===== src/rtl/sc_game_pkg.sv =====
// Shared game constants and state encoding for the Frogger lives/levels datapath.
`timescale 1ns/1ps
package sc_game_pkg;

    localparam int unsigned CNT_WIDTH  = 3;
    localparam int unsigned INIT_LIVES = 3;
    localparam int unsigned MAX_LIVES  = 7;
    localparam int unsigned WIN_LEVEL  = 5;

    typedef enum logic [1:0] {
        PLAYING   = 2'd0,
        GAME_OVER = 2'd1,
        WON       = 2'd2
    } game_state_e;

endpackage


===== src/rtl/sc_lives_levels_counter_if.sv =====
// Command strobes from the game FSM and the count/status values returned to it.
`timescale 1ns/1ps
interface sc_lives_levels_counter_if #(
    parameter int unsigned CNT_WIDTH = sc_game_pkg::CNT_WIDTH
);
    logic                 SC_LIVESLEVELS_clear_InLow;
    logic                 SC_LIVESLEVELS_livesDec_InLow;
    logic                 SC_LIVESLEVELS_livesInc_InLow;
    logic                 SC_LIVESLEVELS_levelInc_InLow;
    logic [CNT_WIDTH-1:0] SC_LIVESLEVELS_lives_Out;
    logic [CNT_WIDTH-1:0] SC_LIVESLEVELS_level_Out;
    logic                 SC_LIVESLEVELS_COMPARATOR_LIVES;
    logic                 SC_LIVESLEVELS_COMPARATOR_LEVELS;
    logic                 SC_LIVESLEVELS_gameOver_Out;
    logic                 SC_LIVESLEVELS_won_Out;

    // Game FSM side: issues commands, reads counts and flags.
    modport master (
        output SC_LIVESLEVELS_clear_InLow, SC_LIVESLEVELS_livesDec_InLow,
               SC_LIVESLEVELS_livesInc_InLow, SC_LIVESLEVELS_levelInc_InLow,
        input  SC_LIVESLEVELS_lives_Out, SC_LIVESLEVELS_level_Out,
               SC_LIVESLEVELS_COMPARATOR_LIVES, SC_LIVESLEVELS_COMPARATOR_LEVELS,
               SC_LIVESLEVELS_gameOver_Out, SC_LIVESLEVELS_won_Out
    );

    // Counter side: responds to commands, drives counts and flags.
    modport slave (
        input  SC_LIVESLEVELS_clear_InLow, SC_LIVESLEVELS_livesDec_InLow,
               SC_LIVESLEVELS_livesInc_InLow, SC_LIVESLEVELS_levelInc_InLow,
        output SC_LIVESLEVELS_lives_Out, SC_LIVESLEVELS_level_Out,
               SC_LIVESLEVELS_COMPARATOR_LIVES, SC_LIVESLEVELS_COMPARATOR_LEVELS,
               SC_LIVESLEVELS_gameOver_Out, SC_LIVESLEVELS_won_Out
    );
endinterface


===== src/rtl/sc_edge_detect_low.sv =====
// Falling-edge qualifier for an active-low strobe: one pulse per assertion.
`timescale 1ns/1ps
module sc_edge_detect_low (
    input  logic clk_i,
    input  logic rst_ni,
    input  logic strobe_n_i,
    output logic pulse_c_o
);
    logic hist_q;

    // History of the strobe; reset to the deasserted level so a strobe held
    // low across reset release still fires once.
    always_ff @(posedge clk_i or negedge rst_ni) begin
        if (!rst_ni) hist_q <= 1'b1;
        else         hist_q <= strobe_n_i;
    end

    assign pulse_c_o = ~strobe_n_i & hist_q;
endmodule


===== src/rtl/sc_lives_levels_counter.sv =====
// Lives/levels bookkeeping for the Frogger game FSM.
// Optional build macro: SC_LIVESLEVELS_BONUS_LIFE_EN (each level advance also
// grants one life, cancelled by a simultaneous life loss).
`timescale 1ns/1ps
module sc_lives_levels_counter #(
    parameter int unsigned INIT_LIVES = sc_game_pkg::INIT_LIVES,
    parameter int unsigned MAX_LIVES  = sc_game_pkg::MAX_LIVES,
    parameter int unsigned WIN_LEVEL  = sc_game_pkg::WIN_LEVEL,
    parameter int unsigned CNT_WIDTH  = sc_game_pkg::CNT_WIDTH
) (
    input  logic                      SC_LIVESLEVELS_CLOCK_50,
    input  logic                      SC_LIVESLEVELS_RESET_InLow,
    sc_lives_levels_counter_if.slave  bus
);
    import sc_game_pkg::*;

    localparam int unsigned SUM_W = CNT_WIDTH + 2;

    logic                 dec_p, inc_p, lvl_p;
    logic [1:0]           up_c;
    logic [SUM_W-1:0]     sum_c;
    game_state_e          state_q, state_d;
    logic [CNT_WIDTH-1:0] lives_q, lives_d;
    logic [CNT_WIDTH-1:0] level_q, level_d;
    logic                 comp_lives_q, comp_levels_q, game_over_q, won_q;

    sc_edge_detect_low u_dec (
        .clk_i(SC_LIVESLEVELS_CLOCK_50), .rst_ni(SC_LIVESLEVELS_RESET_InLow),
        .strobe_n_i(bus.SC_LIVESLEVELS_livesDec_InLow), .pulse_c_o(dec_p)
    );
    sc_edge_detect_low u_inc (
        .clk_i(SC_LIVESLEVELS_CLOCK_50), .rst_ni(SC_LIVESLEVELS_RESET_InLow),
        .strobe_n_i(bus.SC_LIVESLEVELS_livesInc_InLow), .pulse_c_o(inc_p)
    );
    sc_edge_detect_low u_lvl (
        .clk_i(SC_LIVESLEVELS_CLOCK_50), .rst_ni(SC_LIVESLEVELS_RESET_InLow),
        .strobe_n_i(bus.SC_LIVESLEVELS_levelInc_InLow), .pulse_c_o(lvl_p)
    );

    // Saturating lives update; a gain and a loss in the same cycle cancel.
    always_comb begin
        up_c = {1'b0, inc_p};
`ifdef SC_LIVESLEVELS_BONUS_LIFE_EN
        up_c = up_c + {1'b0, lvl_p};
`endif
        sum_c = SUM_W'(lives_q) + SUM_W'(up_c);
        if (sum_c >= SUM_W'(dec_p)) sum_c = sum_c - SUM_W'(dec_p);
        else                        sum_c = '0;
        if (sum_c > SUM_W'(MAX_LIVES)) sum_c = SUM_W'(MAX_LIVES);
    end

    // Next state: clear dominates; commands only act while playing.
    always_comb begin
        state_d = state_q;
        lives_d = lives_q;
        level_d = level_q;
        if (!bus.SC_LIVESLEVELS_clear_InLow) begin
            state_d = PLAYING;
            lives_d = CNT_WIDTH'(INIT_LIVES);
            level_d = '0;
        end else if (state_q == PLAYING) begin
            lives_d = CNT_WIDTH'(sum_c);
            if (lvl_p && (level_q < CNT_WIDTH'(WIN_LEVEL))) begin
                level_d = level_q + CNT_WIDTH'(1);
            end
            // Running out of lives takes precedence over reaching the win level.
            if (lives_d == '0)                           state_d = GAME_OVER;
            else if (level_d == CNT_WIDTH'(WIN_LEVEL))   state_d = WON;
        end
    end

    // State, counters and registered status flags.
    always_ff @(posedge SC_LIVESLEVELS_CLOCK_50 or negedge SC_LIVESLEVELS_RESET_InLow) begin
        if (!SC_LIVESLEVELS_RESET_InLow) begin
            state_q       <= PLAYING;
            lives_q       <= CNT_WIDTH'(INIT_LIVES);
            level_q       <= '0;
            comp_lives_q  <= (INIT_LIVES != 0);
            comp_levels_q <= (WIN_LEVEL == 0);
            game_over_q   <= 1'b0;
            won_q         <= 1'b0;
        end else begin
            state_q       <= state_d;
            lives_q       <= lives_d;
            level_q       <= level_d;
            comp_lives_q  <= (lives_d != '0);
            comp_levels_q <= (level_d == CNT_WIDTH'(WIN_LEVEL));
            game_over_q   <= (state_d == GAME_OVER);
            won_q         <= (state_d == WON);
        end
    end

    assign bus.SC_LIVESLEVELS_lives_Out         = lives_q;
    assign bus.SC_LIVESLEVELS_level_Out         = level_q;
    assign bus.SC_LIVESLEVELS_COMPARATOR_LIVES  = comp_lives_q;
    assign bus.SC_LIVESLEVELS_COMPARATOR_LEVELS = comp_levels_q;
    assign bus.SC_LIVESLEVELS_gameOver_Out      = game_over_q;
    assign bus.SC_LIVESLEVELS_won_Out           = won_q;
endmodule


===== src/flat_wrapper.sv =====
// flat-port wrapper written by rule: the top's interface ports become plain ports
module sc_lives_levels_counter_flat import sc_game_pkg::*;
#(
    parameter int unsigned INIT_LIVES = sc_game_pkg::INIT_LIVES,
    parameter int unsigned MAX_LIVES  = sc_game_pkg::MAX_LIVES,
    parameter int unsigned WIN_LEVEL  = sc_game_pkg::WIN_LEVEL,
    parameter int unsigned CNT_WIDTH  = sc_game_pkg::CNT_WIDTH
)
  (SC_LIVESLEVELS_CLOCK_50, SC_LIVESLEVELS_RESET_InLow, bus_SC_LIVESLEVELS_clear_InLow, bus_SC_LIVESLEVELS_livesDec_InLow, bus_SC_LIVESLEVELS_livesInc_InLow, bus_SC_LIVESLEVELS_levelInc_InLow, bus_SC_LIVESLEVELS_lives_Out, bus_SC_LIVESLEVELS_level_Out, bus_SC_LIVESLEVELS_COMPARATOR_LIVES, bus_SC_LIVESLEVELS_COMPARATOR_LEVELS, bus_SC_LIVESLEVELS_gameOver_Out, bus_SC_LIVESLEVELS_won_Out);
  sc_lives_levels_counter_if #(.CNT_WIDTH(CNT_WIDTH)) bus_i ();
  input  logic SC_LIVESLEVELS_CLOCK_50;
  input  logic SC_LIVESLEVELS_RESET_InLow;
  input wire logic [$bits(bus_i.SC_LIVESLEVELS_clear_InLow)-1:0] bus_SC_LIVESLEVELS_clear_InLow;
  input wire logic [$bits(bus_i.SC_LIVESLEVELS_livesDec_InLow)-1:0] bus_SC_LIVESLEVELS_livesDec_InLow;
  input wire logic [$bits(bus_i.SC_LIVESLEVELS_livesInc_InLow)-1:0] bus_SC_LIVESLEVELS_livesInc_InLow;
  input wire logic [$bits(bus_i.SC_LIVESLEVELS_levelInc_InLow)-1:0] bus_SC_LIVESLEVELS_levelInc_InLow;
  output wire logic [$bits(bus_i.SC_LIVESLEVELS_lives_Out)-1:0] bus_SC_LIVESLEVELS_lives_Out;
  output wire logic [$bits(bus_i.SC_LIVESLEVELS_level_Out)-1:0] bus_SC_LIVESLEVELS_level_Out;
  output wire logic [$bits(bus_i.SC_LIVESLEVELS_COMPARATOR_LIVES)-1:0] bus_SC_LIVESLEVELS_COMPARATOR_LIVES;
  output wire logic [$bits(bus_i.SC_LIVESLEVELS_COMPARATOR_LEVELS)-1:0] bus_SC_LIVESLEVELS_COMPARATOR_LEVELS;
  output wire logic [$bits(bus_i.SC_LIVESLEVELS_gameOver_Out)-1:0] bus_SC_LIVESLEVELS_gameOver_Out;
  output wire logic [$bits(bus_i.SC_LIVESLEVELS_won_Out)-1:0] bus_SC_LIVESLEVELS_won_Out;
  assign bus_i.SC_LIVESLEVELS_clear_InLow = bus_SC_LIVESLEVELS_clear_InLow;
  assign bus_i.SC_LIVESLEVELS_livesDec_InLow = bus_SC_LIVESLEVELS_livesDec_InLow;
  assign bus_i.SC_LIVESLEVELS_livesInc_InLow = bus_SC_LIVESLEVELS_livesInc_InLow;
  assign bus_i.SC_LIVESLEVELS_levelInc_InLow = bus_SC_LIVESLEVELS_levelInc_InLow;
  assign bus_SC_LIVESLEVELS_lives_Out = bus_i.SC_LIVESLEVELS_lives_Out;
  assign bus_SC_LIVESLEVELS_level_Out = bus_i.SC_LIVESLEVELS_level_Out;
  assign bus_SC_LIVESLEVELS_COMPARATOR_LIVES = bus_i.SC_LIVESLEVELS_COMPARATOR_LIVES;
  assign bus_SC_LIVESLEVELS_COMPARATOR_LEVELS = bus_i.SC_LIVESLEVELS_COMPARATOR_LEVELS;
  assign bus_SC_LIVESLEVELS_gameOver_Out = bus_i.SC_LIVESLEVELS_gameOver_Out;
  assign bus_SC_LIVESLEVELS_won_Out = bus_i.SC_LIVESLEVELS_won_Out;
  sc_lives_levels_counter #(.INIT_LIVES(INIT_LIVES), .MAX_LIVES(MAX_LIVES), .WIN_LEVEL(WIN_LEVEL), .CNT_WIDTH(CNT_WIDTH)) u_core (.SC_LIVESLEVELS_CLOCK_50(SC_LIVESLEVELS_CLOCK_50), .SC_LIVESLEVELS_RESET_InLow(SC_LIVESLEVELS_RESET_InLow), .bus(bus_i));
endmodule

===== config.mk =====
export PLATFORM = sky130hd
export DESIGN_NAME = sc_lives_levels_counter_flat
export DESIGN_NICKNAME = d
export VERILOG_FILES = /design/src/rtl/sc_game_pkg.sv /design/src/rtl/sc_lives_levels_counter_if.sv /design/src/rtl/sc_edge_detect_low.sv /design/src/rtl/sc_lives_levels_counter.sv /design/src/flat_wrapper.sv
export SDC_FILE = /design/constraint.sdc
export NUM_CORES = 1
export LEC_CHECK = 0
export ABC_AREA = 1
export BUFFER_PORTS_ARGS = -buffer_cell sky130_fd_sc_hd__buf_2
export CAP_MARGIN = 20
export CORE_MARGIN = 4
export CORE_UTILIZATION = 50
export CTS_BUF_LIST = sky130_fd_sc_hd__clkbuf_2
export DETAILED_ROUTE_END_ITERATION = 10
export PLACE_DENSITY = 0.75
export SYNTH_ARGS = -nofsm -noshare
export SYNTH_HDL_FRONTEND = slang
export SYNTH_SLANG_ARGS = --single-unit

===== constraint.sdc =====
create_clock -name SC_LIVESLEVELS_CLOCK_50 -period 1.81 [get_ports SC_LIVESLEVELS_CLOCK_50]
set_input_delay 0.543 -clock SC_LIVESLEVELS_CLOCK_50 [delete_from_list [all_inputs] [get_ports SC_LIVESLEVELS_CLOCK_50]]
set_output_delay 0.543 -clock SC_LIVESLEVELS_CLOCK_50 [all_outputs]
set_load 0.005 [all_outputs]

==> results of run 1 <==
cell type report:
type / instances / share of cell area
Timing Repair Buffer: 21 / 0.107
Sequential cell: 15 / 0.340
Multi-Input combinational cell: 68 / 0.447
Clock buffer: 4 / 0.0178
Tap cell: 16 / 0.0178
Inverter: 20 / 0.0710
synth_stat cells:
cell	number	area, sq um
a211oi_2	1	12.5
a21oi_1	4	20.0
dfrtp_1	9	225
dfstp_2	6	158
ha_1	5	62.6
inv_1	18	67.6
inv_2	2	7.51
nand2_1	18	67.6
nand2_2	6	37.5
nand3_1	8	40.0
nand3_2	2	20.0
nor2_1	13	48.8
nor2_2	1	6.26
nor2_4	1	11.3
o21ai_0	2	10.0
o21ai_1	2	10.0
o21ai_2	3	26.3
xnor2_1	1	8.76
xor2_1	1	8.76
sequential cells by signal (all words and copies together), names as in the netlist:
register	count
u_core.u_inc.hist_q	1
u_core.u_dec.hist_q	1
u_core.bus.SC_LIVESLEVELS_COMPARATOR_LIVES	1
u_core.bus.SC_LIVESLEVELS_level_Out	3
u_core.bus.SC_LIVESLEVELS_gameOver_Out	1
u_core.bus.SC_LIVESLEVELS_COMPARATOR_LEVELS	1
u_core.state_q	2
u_core.u_lvl.hist_q	1
u_core.bus.SC_LIVESLEVELS_won_Out	1
u_core.bus.SC_LIVESLEVELS_lives_Out	3
worst max-delay path by stage:
stage | start | to | slack (ns) | depth (start not counted)
detailed placement | bus_SC_LIVESLEVELS_livesInc_InLow | u_core.bus.SC_LIVESLEVELS_gameOver_Out | -0.37 | 15
finish | u_core.u_inc.hist_q | u_core.bus.SC_LIVESLEVELS_gameOver_Out | -0.16 | 14
floorplan | bus_SC_LIVESLEVELS_livesInc_InLow | u_core.bus.SC_LIVESLEVELS_gameOver_Out | -0.08 | 14
CTS | u_core.u_inc.hist_q | u_core.bus.SC_LIVESLEVELS_gameOver_Out | -0.17 | 13
global route | u_core.u_inc.hist_q | u_core.bus.SC_LIVESLEVELS_gameOver_Out | -0.30 | 15
global placement | bus_SC_LIVESLEVELS_livesInc_InLow | u_core.bus.SC_LIVESLEVELS_gameOver_Out | -0.31 | 15
kinds of logic after synthesis:
kind of cell | synth area share
AND/OR/NAND/NOR | 0.273
buffers and inverters | 0.0885
flip-flops | 0.451
AO/OA/AOI/OAI | 0.0929
adder cells (fa/ha/maj) | 0.0737
XOR/XNOR | 0.0207
through the flow:
step                      utilization  hold WS [ns]
after CTS                       0.702         0.137
after global routing            0.723         0.129
after detailed placement        0.658         0.460
after global placement          0.658         0.456
after floorplan                     -         0.247
final                           0.723         0.126
where the power goes:
part | leakage (nW) | switching [mW] | internal [mW] | total [mW]
combinational | 0.410 | 0.545 | 0.406 | 0.951
clock | 0.0166 | 0.109 | 0.0586 | 0.168
sequential | 0.185 | 0.0868 | 0.444 | 0.531
metal layers:
metal  global-route usage  vias to the layer above
met4               0.0616                        0
met2                0.301                       38
met5                    0                        -
li1                     -                      370
met1                0.202                      348
met3               0.0398                        4
worst max-delay path, cell delays in order (launching register included):
cell and delay, ns:
dfstp_2 0.55, inv_2 0.04, nor2_4 0.08, ha_4 0.21, inv_4 0.05, ha_4 0.15
ha_4 0.14, nand3_1 0.07, nand2_1 0.09, nand3_2 0.07, nand2_2 0.10, nand2_2 0.06
o21ai_2 0.13, nand2_1 0.08, nor2_1 0.09
what timing repair did:
action                     4_1_cts  5_1_grt
setup endpoints to repair        8        8
setup buffers                    2        1
resized for setup                9        8
pin swaps                        6        5
==> results.ini, run 1 <==
[outcome]
outcome=finished, violations left
violations=negative setup slack

[place]
gp_congestion=0.801
place_area_sq_um=1030
port_buffers=15
dp.cells=137
dpl.hpwl_microns=1360
dp_slack_ns=-0.371

[drt]
vias_per_cell=5.28
highest_layer=met4
wl_met1_microns=803
via_count=760
drt_wl_total_microns=1940
met2_length_microns=955
drc=0
drtAntennaViolNets=0
wl_per_cell_microns=13.5
dr.pass1.iters=4
drtIter0Drc=17
route.met3.wl_microns=159

[die]
die_w_microns=49.2
io_pins=16
rows=14
dieArea_sq_um=2420
start_util=0.544
die_h_microns=49.2
core_area_sq_um=1560

[critical_path]
worst_ep_required_time_ns=2.04
crit_type=reg -> reg
r2r_slack_ns=-0.16
worstPathMaxFanout=2
r2r_cells=14
r2r_start=u_core.u_inc.hist_q
r2r-end=u_core.bus.SC_LIVESLEVELS_gameOver_Out
cp-end-kind=flop
critPathArrivalTime_ns=2.20
cp-start-kind=flop

[sta]
fin_crit_ns=1.97
setup_viol=8
tns_ns=-0.845
layout_setup_ws_ns=-0.163
slew_headroom=0.784
slew_viol_final=0
clock_skew_ns=0.00180
worst_pin_slew_ns=0.325
fin_crit_sh=1.09
final-hold-violation-count=0
fmax_mhz=507
rsz0062_at_grt=yes

[cts]
clock_latency_ns=0.28
cts_sinks=15
cts_tree=built
clk_pin_slew_ns=0.15
clk_path_buf_depth=2
htree_num_levels=1
cts-root-buf=clkbuf_2
cts_buffers=3
cts_hold_buf=0

[yosys]
syn_avg_cell_area_sq_um=8.24
synth_seq_cells=15
ys_seq_area_frac=0.451
synth.distinct_cells=19
postSynthCellCount=103
yosys_warnings=0
syn-cell-area_sq_um=848
syn-num-nets=114

[finish]
nets=140
stdcell_count=144
seqCellArea_sq_um=383
multi_input_area_sq_um=504
synthToLayoutAreaGrowth_pct=32.9
antenna-diode-count=0
mostFrequentLayoutCell=buf_2
stdcell_area_sq_um=1130
drive_gt1_frac=0.523
final_cell_mix=buf_2 (15), inv_1 (14), nand2_2 (12), nor2_1 (12), nand2_1 (11)
fill_cells=121

[power_and_ir_drop]
total_power_mw=1.65
cellLeakagePower_nw=0.612
peakVddDrop_mv=1.04
power_density_nw_per_um2=1460

[grt]
overflow=0
grt_pass1_wl_microns=3250
grt_max_degree=16
grt_usage=0.172
grt_pass1_vias=761
grt_antenna_before_repair=0

[job]
cap_violations=0

[hold_path]
hold_path_class=in -> async

Note: power is estimated with default switching activity, not from simulation.
==> run 2, diff against run 1 <==
Settings changed: CORE_UTILIZATION 50 to 47, CTS_BUF_LIST sky130_fd_sc_hd__clkbuf_2 to default, PLACE_DENSITY 0.75 to 0.71.
==> results.ini, run 2 (synthesized netlist as in run 1, its figures left out) <==
[outcome]
outcome=finished, violations left
violations=negative setup slack

[place]
dp_slack_ns=-0.327
dpl.hpwl_microns=1230
port_buffers=15
gp_congestion=0.755

[cts]
cts_hold_buf=0
cts-root-buf=clkbuf_4
clk_path_buf_depth=2
cts_sinks=15
cts_buffers=3
clock_latency_ns=0.28
clk_pin_slew_ns=0.08
htree_num_levels=1
cts_tree=built

[die]
die_h_microns=50.5
start_util=0.491
dieArea_sq_um=2550
core_area_sq_um=1730
io_pins=16
die_w_microns=50.5
rows=15

[power_and_ir_drop]
p_clk_frac=0.117
p_switching_mw=0.694
sw_frac_of_total=0.435
seqPwrFrac=0.333
power_density_nw_per_um2=1400
total_power_mw=1.60
cellLeakagePower_nw=0.603
p_int_mw=0.902
pwr-share-comb=0.551
peakVddDrop_mv=0.865

[sta]
final-hold-violation-count=0
worst_pin_slew_ns=0.320
fmax_mhz=505
setup_viol=5
fin_crit_sh=1.09
fin_crit_ns=1.98
slew_viol_final=0
layout_setup_ws_ns=-0.168
slew_headroom=0.787
clock_skew_ns=0.000456
rsz0062_at_grt=yes

[finish]
final_cell_mix=inv_1 (15), buf_2 (15), nand2_2 (12)
drive_gt1_frac=0.524
antenna-diode-count=0
nets=138
synthToLayoutAreaGrowth_pct=34.5

[grt]
grt_antenna_before_repair=0
overflow=0
grt_max_degree=16
grt_pass1_vias=728
grt_pass1_wl_microns=2990
grt_usage=0.155

[critical_path]
crit_type=reg -> reg
cp-end-kind=flop
worst_ep_required_time_ns=2.03
critPathArrivalTime_ns=2.20
cp-start-kind=flop
worstPathMaxFanout=3

[drt]
vias_per_cell=4.72
drtIter0Drc=8
via_count=713
drc=0
wl_per_cell_microns=11.1
dr.pass1.iters=3
drtAntennaViolNets=0
drt_wl_total_microns=1680

[job]
cap_violations=0

[hold_path]
hold_path_class=in -> async

[run 2: cell types whose count changed in the layout (fill, tap and decap cells not counted)]
cell	before	now
buf_4	6	4
clkbuf_1	0	1
clkbuf_2	4	0
clkbuf_4	0	3
inv_1	14	15
inv_2	4	3
nand3_1	5	4
nand3_2	4	5
nor2_1	12	11
nor2_2	1	2
o21ai_1	1	0
o21ai_2	3	4
[run 2: worst paths after layout]
path | from | endpoint | slack [ns] | depth (start not counted)
worst max-delay path | u_core.u_inc.hist_q | u_core.bus.SC_LIVESLEVELS_gameOver_Out | -0.17 | 13
worst min-delay path | SC_LIVESLEVELS_RESET_InLow | u_core.bus.SC_LIVESLEVELS_lives_Out[2] | 0.14 | 1
worst max register to register | u_core.u_inc.hist_q | u_core.bus.SC_LIVESLEVELS_gameOver_Out | -0.17 | 13
worst min register to register | u_core.state_q[0] | u_core.bus.SC_LIVESLEVELS_won_Out | 0.62 | 3
max in group asynchronous | SC_LIVESLEVELS_RESET_InLow | u_core.u_inc.hist_q | 1.38 | 1
min in group SC_LIVESLEVELS_CLOCK_50 | bus_SC_LIVESLEVELS_levelInc_InLow | u_core.u_lvl.hist_q | 0.36 | 1
[run 2: cell type report]
type                       count  area [sq um]
clock buffer                   4          26.3
fill                         146           586
inverter                      20          80.1
multi-input combinational     68           515
sequential                    15           383
tap                           25          31.3
timing repair buffer          19           105
[run 2: power by group through the flow]
stage | clock, mW | sequential [mW] | combinational, mW
after floorplan | 0 | 0.537 | 0.535
after global placement | 0 | 0.532 | 0.733
after detailed placement | 0 | 0.537 | 0.750
after CTS | 0.190 | 0.532 | 0.814
after global routing | 0.208 | 0.545 | 0.998
final | 0.187 | 0.531 | 0.879
[run 2: metal layers]
layer  up-vias  GRT usage  share of wire
met5         -          0              0
met4         0     0.0404         0.0054
met3         2     0.0593          0.061
met2        13      0.257           0.47
met1       332      0.189           0.46
li1        366          -              -
[run 2: critical path, stage by stage (launching register included)]
cell and delay, ns:
dfstp_2 0.53, inv_2 0.04, nor2_4 0.11, ha_4 0.15
ha_4 0.20, inv_4 0.07, nand2_4 0.07, nor2_2 0.11
nand3_2 0.14, nand2_2 0.13, nand2_2 0.06, o21ai_2 0.16
nand2_2 0.07, nor2_1 0.08
[run 2: what timing repair did]
item | in CTS | in global routing
gates resized for setup | 10 | 9
buffers inserted | 1 | 0
endpoints found under the setup margin | 7 | 8
pin swaps | 8 | 3
hold endpoints to repair | 0 | 0
[run 2: through the flow]
step / area (sq um) / cells / utilization / hold WS [ns] / TNS, ns
5_1_grt: 1140 / 151 / 0.661 / 0.153 / -1.59
3_5_place_dp: 1040 / 146 / 0.601 / 0.461 / -1.78
6_report: 1140 / 151 / 0.661 / 0.144 / -0.579
4_1_cts: 1110 / 151 / 0.641 / 0.156 / -0.626
2_1_floorplan: 908 / 103 / - / 0.247 / -0.152
3_3_place_gp: 1040 / 146 / 0.601 / 0.458 / -1.52
==> run 3, diff against run 2 <==
Settings changed: ABC_AREA 1 to default, CORE_UTILIZATION 47 to 48, PLACE_DENSITY 0.71 to 0.72.
==> results.ini, run 3 <==
[die]
core_area_sq_um=1750
io_pins=16
rows=15
die_h_microns=51.1
dieArea_sq_um=2610
die_w_microns=51.1
start_util=0.511

[drt]
drt_wl_total_microns=2210
via_count=851
drtAntennaViolNets=0
vias_per_cell=5.42
wl_per_cell_microns=14.1
dr.pass1.iters=4
drtIter0Drc=10
drc=0

[yosys]
yosys_warnings=0
synth_commonest_cells=dfrtp_1 (9), nor2_1 (9), a21oi_1 (7), nand2_1 (7)
syn-num-nets=104
synthFlopType=dfrtp_1
synth_area_leader_cell=dfrtp_1
async_flop_share=1.00
syn_avg_cell_area_sq_um=9.59
synthTopCellsByArea=dfrtp_1 (25%), dfstp_2 (18%), ha_1 (7.0%)
synth_seq_cells=15
synth.distinct_cells=35
postSynthCellCount=93
ys_seq_area_frac=0.429
synth_top_area_frac=0.252
syn-cell-area_sq_um=892
synth_edf_count=0

[cts]
cts_tree=built
cts_sinks=15
clock_latency_ns=0.29
htree_num_levels=1
clk_pin_slew_ns=0.09
cts-root-buf=clkbuf_4
cts_hold_buf=0
cts_buffers=3
clk_path_buf_depth=2

[sta]
final-hold-violation-count=0
fin_crit_ns=2.51
rsz0062_at_grt=yes
fmax_mhz=398
fin_crit_sh=1.39
slew_viol_final=0
slew_headroom=0.664
layout_setup_ws_ns=-0.703
clock_skew_ns=0.00104
setup_viol=8
worst_pin_slew_ns=0.502
tns_ns=-3.96

[critical_path]
worstPathMaxFanout=4
cp-end-kind=flop
critPathArrivalTime_ns=2.73
crit_type=reg -> reg
cp-start-kind=flop
path_common_cell=ha_4
critPathMaxStageDelay_ns=0.52
crit_path_top_delay_cell=dfstp_2
r2r_cells=11
crit_chain=nor2b_4 > ha_4 > inv_4 > ha_4 > ha_4 > buf_4 > nor3_1 > a21o_1 > a311oi_2 > o21a_1 > or4b_4
r2r_slack_ns=-0.70
r2r-end=u_core.bus.SC_LIVESLEVELS_COMPARATOR_LIVES
worst_ep_required_time_ns=2.02
r2r_start=u_core.u_inc.hist_q

[grt]
overflow=0
grt_pass1_vias=837
grt_antenna_before_repair=0
grt_usage=0.193
grt_pass1_wl_microns=3690
grt_max_degree=16

[finish]
synthToLayoutAreaGrowth_pct=51.3
finish.utilization=0.773
nets=144
drive_gt1_frac=0.561
final_cell_mix=buf_4 (21), buf_2 (15), nor2_1 (9), dfrtp_1 (9), nand2_1 (7)
mostFrequentLayoutCell=buf_4
antenna-diode-count=0

[power_and_ir_drop]
cellLeakagePower_nw=0.602
power_density_nw_per_um2=1230
peakVddDrop_mv=0.819

[outcome]
violations=negative setup slack
outcome=finished, violations left

[hold_path]
hold_path_class=in -> async

[place]
dpl.hpwl_microns=1570
gp_congestion=0.770
port_buffers=15

[job]
cap_violations=0

## run 3: cell types whose count changed after synthesis, moves of 3 or more
cell      previous run  this run
a21oi_1              4         7
inv_1               18         6
nand2_1             18         7
nand2_2              6         0
nand2b_1             0         3
nand3_1              8         3
nor2_1              13         9
nor2b_1              0         3
## run 3: how the worst max path moves through the flow
stage,start,end,slack (ns),cells past startpoint
floorplan,bus_SC_LIVESLEVELS_livesInc_InLow,u_core.bus.SC_LIVESLEVELS_COMPARATOR_LIVES,-0.76,10
global placement,bus_SC_LIVESLEVELS_livesInc_InLow,u_core.bus.SC_LIVESLEVELS_COMPARATOR_LIVES,-0.83,11
detailed placement,bus_SC_LIVESLEVELS_livesInc_InLow,u_core.bus.SC_LIVESLEVELS_COMPARATOR_LIVES,-0.87,11
CTS,u_core.u_inc.hist_q,u_core.bus.SC_LIVESLEVELS_COMPARATOR_LIVES,-0.70,10
global route,u_core.u_inc.hist_q,u_core.bus.SC_LIVESLEVELS_COMPARATOR_LIVES,-0.82,11
finish,u_core.u_inc.hist_q,u_core.bus.SC_LIVESLEVELS_COMPARATOR_LIVES,-0.70,11
## run 3: critical path: cells and delay by family, from the launching register on
family                   cells  cell delay [ns]
AO/OA/AOI/OAI                3             0.45
adder cells (fa/ha/maj)      3             0.46
buffers and inverters        2             0.19
flip-flops                   1             0.52
AND/OR/NAND/NOR              3             0.81
## run 3: cell families (layout without fill, tap and decap cells)
group | count (synthesis) | count (layout) | synth area share
adders and majority gates | 5 | 5 | 0.0701
and+or+nand+nor | 36 | 36 | 0.223
buffers and inverters | 8 | 47 | 0.0421
xor gates and xnor gates | 2 | 2 | 0.0196
DFF | 15 | 15 | 0.429
AOI/OAI and AO/OA | 27 | 27 | 0.216
## run 3: what timing repair did
item | in CTS | in global routing
gates resized for setup | 8 | 14
hold endpoints to repair | 0 | 0
endpoints found under the setup margin | 8 | 8
pin swaps | 8 | 8
setup buffers | 0 | 5
## run 3: area by class of cell
cell class / instances / area [sq um]
sequential: 15 / 383
clock buffer: 4 / 26.3
tap: 25 / 31.3
multi-input combinational: 70 / 641
inverter: 6 / 25.0
fill: 128 / 395
timing repair buffer: 37 / 244
## run 3: through the flow
step / total power, mW / cell area [sq um] / hold slack, ns / worst slack, ns / std cells
final: 1.66 / 1350 / 0.143 / -0.703 / 157
after floorplan: 0.968 / 950 / 0.247 / -0.760 / 93
after CTS: 1.50 / 1240 / 0.156 / -0.696 / 152
after detailed placement: 1.24 / 1170 / 0.470 / -0.870 / 148
after global routing: 1.76 / 1350 / 0.161 / -0.816 / 157
after global placement: 1.21 / 1170 / 0.455 / -0.828 / 148
## run 3: power breakdown
part	switching (mW)	internal, mW	leakage (nW)
combinational	0.447	0.546	0.400
sequential	0.0537	0.416	0.187
clock	0.111	0.0858	0.0150
total	0.612	1.05	0.602
## run 3: routing by layer
layer,vias up,share of wire,GRT usage
li1,418,-,-
met1,412,0.40,0.229
met2,16,0.56,0.341
met3,5,0.027,0.0204
met4,0,0.018,0.0942
met5,-,0,0
